## src/rtl/uc_irq.sv

```systemverilog
// uc_irq: instruction decoder for the 16-bit CPU, plus an edge-triggered,
// maskable, fixed-priority interrupt controller. On a take, the current
// instruction is suppressed and its PC is pushed, so RETI re-runs it.
module uc_irq #(
  parameter int              N_IRQ    = 4,
  parameter int              PC_W     = 10,
  parameter logic [PC_W-1:0] VEC_BASE = 10'h3F0
) (
  input  logic             clk,
  input  logic             reset,
  input  logic [15:0]      opcode,
  input  logic             z,
  input  logic [N_IRQ-1:0] irq,
  output logic             s_inc,
  output logic             we3,
  output logic             wez,
  output logic             s_pila,
  output logic             push,
  output logic             pop,
  output logic             we4,
  output logic             s_out,
  output logic             we5,
  output logic [1:0]       s_port,
  output logic [1:0]       s_inm,
  output logic [2:0]       op_alu,
  output logic             s_vec,
  output logic             s_ret,
  output logic [PC_W-1:0]  vec_addr,
  output logic [N_IRQ-1:0] irq_ack,
  output logic             int_active
);
  localparam int ID_W = (N_IRQ > 1) ? $clog2(N_IRQ) : 1;

  typedef enum logic {RUN, VEC} state_t;

  typedef struct packed {
    logic       s_inc, we3, wez, s_pila, push, pop, we4, s_out, we5;
    logic [1:0] s_port, s_inm;
    logic [2:0] op_alu;
    logic       s_vec, s_ret;
  } ctrl_t;

  state_t          state;
  logic            ie;
  logic [N_IRQ-1:0] mask, pending, irq_prev;
  logic [PC_W-1:0] vec_reg;

  ctrl_t           dec, ctrl;
  logic            is_reti, is_ei, is_imask;
  logic            take;
  logic [ID_W-1:0] take_id;
  logic [N_IRQ-1:0] cand, ack_vec;
  logic [PC_W-1:0] vec_take;

  // Bits that no instruction field reads.
  logic unused_op;
  assign unused_op = &{1'b0, opcode[9:6]};

  // Plain instruction decode, independent of interrupt state.
  always_comb begin
    dec       = '0;
    dec.s_inc = 1'b1;
    is_reti   = 1'b0;
    is_ei     = 1'b0;
    is_imask  = 1'b0;
    casez (opcode[15:10])
      6'b0?????: begin dec.op_alu = opcode[14:12]; dec.we3 = 1'b1; dec.wez = 1'b1; end
      6'b100000: begin dec.we3 = 1'b1; dec.s_inm = 2'b01; end
      6'b100001: dec.s_inc = 1'b0;
      6'b100010: dec.s_inc = ~z;
      6'b100011: dec.s_inc = z;
      6'b100100: dec.push = 1'b1;
      6'b100101: begin dec.pop = 1'b1; dec.s_pila = 1'b1; end
      6'b100110: begin dec.we3 = 1'b1; dec.s_inm = 2'b11; dec.s_port = opcode[5:4]; end
      6'b100111: dec.we5 = 1'b1;
      6'b101000: begin dec.we5 = 1'b1; dec.s_out = 1'b1; end
      6'b101001: begin dec.pop = 1'b1; dec.s_ret = 1'b1; dec.s_inc = 1'b0; is_reti = 1'b1; end
      6'b101010: is_ei = 1'b1;
      6'b101011: is_imask = 1'b1;
      6'b111000: begin dec.we3 = 1'b1; dec.s_inm = 2'b10; end
      6'b1111??: dec.we4 = 1'b1;
      default:   ;
    endcase
  end

  // Lowest-index eligible channel wins; take only from idle RUN with ie set.
  always_comb begin
    cand    = pending & mask;
    take_id = '0;
    for (int i = N_IRQ - 1; i >= 0; i--)
      if (cand[i]) take_id = ID_W'(i);
    take     = reset && (state == RUN) && ie && !int_active && (|cand);
    ack_vec  = take ? (N_IRQ'(1) << take_id) : '0;
    vec_take = VEC_BASE + PC_W'(take_id);
  end

  // Output mux: reset forces NOP, entry cycles override the decoded opcode.
  always_comb begin
    ctrl       = '0;
    ctrl.s_inc = 1'b1;
    vec_addr   = '0;
    if (!reset) begin
      ctrl = ctrl;
    end else if (state == VEC) begin
      ctrl.s_inc = 1'b0;
      ctrl.s_vec = 1'b1;
      vec_addr   = vec_reg;
    end else if (take) begin
      ctrl.s_inc = 1'b0;
      ctrl.push  = 1'b1;
      vec_addr   = vec_take;
    end else begin
      ctrl = dec;
    end
  end

  assign s_inc   = ctrl.s_inc;
  assign we3     = ctrl.we3;
  assign wez     = ctrl.wez;
  assign s_pila  = ctrl.s_pila;
  assign push    = ctrl.push;
  assign pop     = ctrl.pop;
  assign we4     = ctrl.we4;
  assign s_out   = ctrl.s_out;
  assign we5     = ctrl.we5;
  assign s_port  = ctrl.s_port;
  assign s_inm   = ctrl.s_inm;
  assign op_alu  = ctrl.op_alu;
  assign s_vec   = ctrl.s_vec;
  assign s_ret   = ctrl.s_ret;
  assign irq_ack = ack_vec;

  // Entry FSM plus interrupt state; new edges beat a same-cycle ack clear.
  always_ff @(posedge clk or negedge reset) begin
    if (!reset) begin
      state      <= RUN;
      ie         <= 1'b0;
      mask       <= '1;
      pending    <= '0;
      int_active <= 1'b0;
      irq_prev   <= '0;
      vec_reg    <= '0;
    end else begin
      irq_prev <= irq;
      pending  <= (pending & ~ack_vec) | (irq & ~irq_prev);
      case (state)
        VEC: state <= RUN;
        default: begin
          if (take) begin
            state      <= VEC;
            int_active <= 1'b1;
            ie         <= 1'b0;
            vec_reg    <= vec_take;
          end else begin
            if (is_reti) begin
              int_active <= 1'b0;
              ie         <= 1'b1;
            end
            if (is_ei)    ie   <= opcode[0];
            if (is_imask) mask <= opcode[N_IRQ-1:0];
          end
        end
      endcase
    end
  end
endmodule

```

## config.mk

```make
export PLATFORM = sky130hd
export DESIGN_NAME = uc_irq
export DESIGN_NICKNAME = d
export VERILOG_FILES = /design/src/rtl/uc_irq.sv
export SDC_FILE = /design/constraint.sdc
export NUM_CORES = 1
export LEC_CHECK = 0
export ABC_AREA = 1
export BUFFER_PORTS_ARGS = -buffer_cell sky130_fd_sc_hd__clkbuf_2
export CORE_MARGIN = 2
export CORE_UTILIZATION = 50
export CTS_CLUSTER_DIAMETER = 30
export DETAILED_ROUTE_END_ITERATION = 12
export PLACE_DENSITY = 0.85
export RECOVER_POWER = 25
export SLEW_MARGIN = 20
export SYNTH_ARGS = -nofsm -noshare
export SYNTH_HDL_FRONTEND = slang
export SYNTH_SLANG_ARGS = --single-unit
```

## constraint.sdc

```tcl
create_clock -name clk -period 4.2 [get_ports clk]
set_input_delay 0.63 -clock clk [delete_from_list [all_inputs] [get_ports clk]]
set_output_delay 0.63 -clock clk [all_outputs]
set_load 0.005 [all_outputs]
```

==> reports/qor.yml <==
status:
  run_status: "finished, final reports clean"
worst_setup_path:
  cp.arrival_ps: 1970
  required_ps: 3570
  r2r_end: "pending[1]"
  rr_startpoint: "mask[3]"
  cp-start-kind: "input port"
  ff2ff_path_depth: 7
  crit_fanout: 22
  path_class: "input port to output pin"
  critPathCaptureType: "output pin"
  r2r_slack_ps: 2830
timing:
  max_freq_mhz: 384
  clock_skew_ps: 4.13
  fin_crit_ps: 2600
  finalHoldViolations: 0
  slew_violations: 0
  timing.final.ws_setup_ps: 1600
  rsz0062_at_grt: "false"
  fin_tns_setup_ps: 0
  final-setup-viol-count: 0
  period_share_pct: 62.0
clock_network:
  insertion_delay_ps: 300
  h-tree-depth: 1
  cts_tree: "yes"
  cts_root_buf: "clkbuf_4"
  cts_buffer_depth: 2
  cts_resized: 0
  path_clk_slew_ps: 100
  cts_sinks: 18
  cts_hold_buf: 0
  cts_buffers: 3
  cts_setup_buffers: 0
final_layout:
  nFillCells: 223
  final_cells: 251
  areaGrowthSynthToFinish_pct: 22.5
  drive_gt1_share_pct: 34.5
  antennaDiodeCount: 0
  final_nets: 247
  reg_top3: "irq_prev (4), mask (4), pending (4)"
logic_synthesis:
  yosys.cell_types.count: 25
  post-synth-top-count-cell: "nand2_1"
  synthArstFlopShare_pct: 100
  synthFlopType: "dfrtp_1"
  synth_commonest_cells: "nand2_1, inv_1, nor2_1"
  yosys.area.top_type_share_pct: 28.6
  synthCells: 175
  synthTopCellsByArea: "dfrtp_1, nand2_1, inv_1"
  ys_seq_area_share_pct: 37.2
  synth-edff-count: 0
  synthesis.area_sq_um: 1220
  synth_area_leader_cell: "dfrtp_1"
  ys_seq_elements: 18
  syn_area_per_cell_sq_um: 6.99
  ys_warn_count: 0
floorplan:
  core_area_sq_um: 2250
  die_w_um: 53.5
  die_h_um: 53.5
  io_pins: 56
  rows: 17
  die_area_sq_um: 2860
  initial_utilization_pct: 54.3
global_route:
  grt_max_degree: 23
  grt_usage_pct: 21.8
  grt_pass1_wl_um: 4500
  antenna_found_initial: 0
  grt_pass1_vias: 1074
  grt_overflow: 0
pwr:
  p_per_area_nw_per_um2: 365
  power.leakage_nw: 0.905
  power.total_w: 0.000548
  peakVddDrop_mv: 0.344
worst_hold_path:
  hp-class: "input port to asynchronous set/reset pin"
place:
  place_ws_ps: 1580
  port_buffers: 49
  gp_routability_congestion: 0.931
  dp_hpwl_um: 2080
  dp_cells: 247
route:
  drcViolationCount: 0
  vias: 1218
  drt_pass1_iterations: 4
  finalWirelength_um: 2570
  postRouteAntennaNets: 0
  drtIter0Drc: 29
  viasPerCell: 4.85
  wl_per_cell_um: 10.2
flow_run:
  maxCapViolCount: 0
## cell usage in the layout, fill, tap and decap left out, types with 4 or more instances in the layout
cell type and n:
nand2_1 50, clkbuf_2 49, inv_1 31, nor2_1 19
dfrtp_1 14, o21ai_0 9, nand4_1 6, a21oi_1 5
nand2_2 4, nand3_1 4, dfstp_2 4
## metrics by stage
stage	hold slack (ps)	utilization [%]	instance area [sq um]
after floorplan	334	-	1230
after global placement	403	64.9	1460
after detailed placement	414	64.9	1460
after CTS	282	66.5	1500
after global routing	301	66.5	1500
final	275	66.5	1500
## worst max-delay path, stage by stage
cell      delay, ps
clkbuf_2         70
buf_4           270
nand2_4         110
nor2_8          170
nand2_2         100
nand2_2         120
nor2_2           60
nor2_1          260
clkbuf_2        180
## routing by layer
metal	part of all wire [%]	GRT usage (%)
met5	0	0
met3	5.6	5.65
met4	1.5	6.41
met2	48	36.6
met1	44	27.0
## worst max-delay path by stage
| stage | start | end |
|---|---|---|
| final | reset | vec_addr[6] |
| after global placement | reset | vec_addr[5] |
| after CTS | reset | vec_addr[6] |
| after global routing | reset | vec_addr[6] |
| after floorplan | reset | vec_addr[5] |
| after detailed placement | reset | vec_addr[6] |
## cell families after synthesis
logic type	after synthesis	synth area share (%)
buf+inv	40	14.4
simple gates	97	38.3
compound gates	19	9.71
other cells	1	0.306
flops	18	37.2
## final cells by class
cell class | instances | area [sq um] | share of cell area, %
multi-input combinational | 118 | 596 | 39.7
sequential | 18 | 455 | 30.4
timing repair buffer | 50 | 253 | 16.9
inverter | 33 | 124 | 8.26
clock buffer | 4 | 36.3 | 2.42
tap | 28 | 35.0 | 2.34
## where the power goes
group / internal [W] / total [W] / switching (W)
sequential: 0.000219 / 0.000238 / 0.0000191
combinational: 0.0000707 / 0.000201 / 0.000130
clock: 0.0000529 / 0.000108 / 0.0000551
Note: power is estimated with default switching activity, not from simulation.
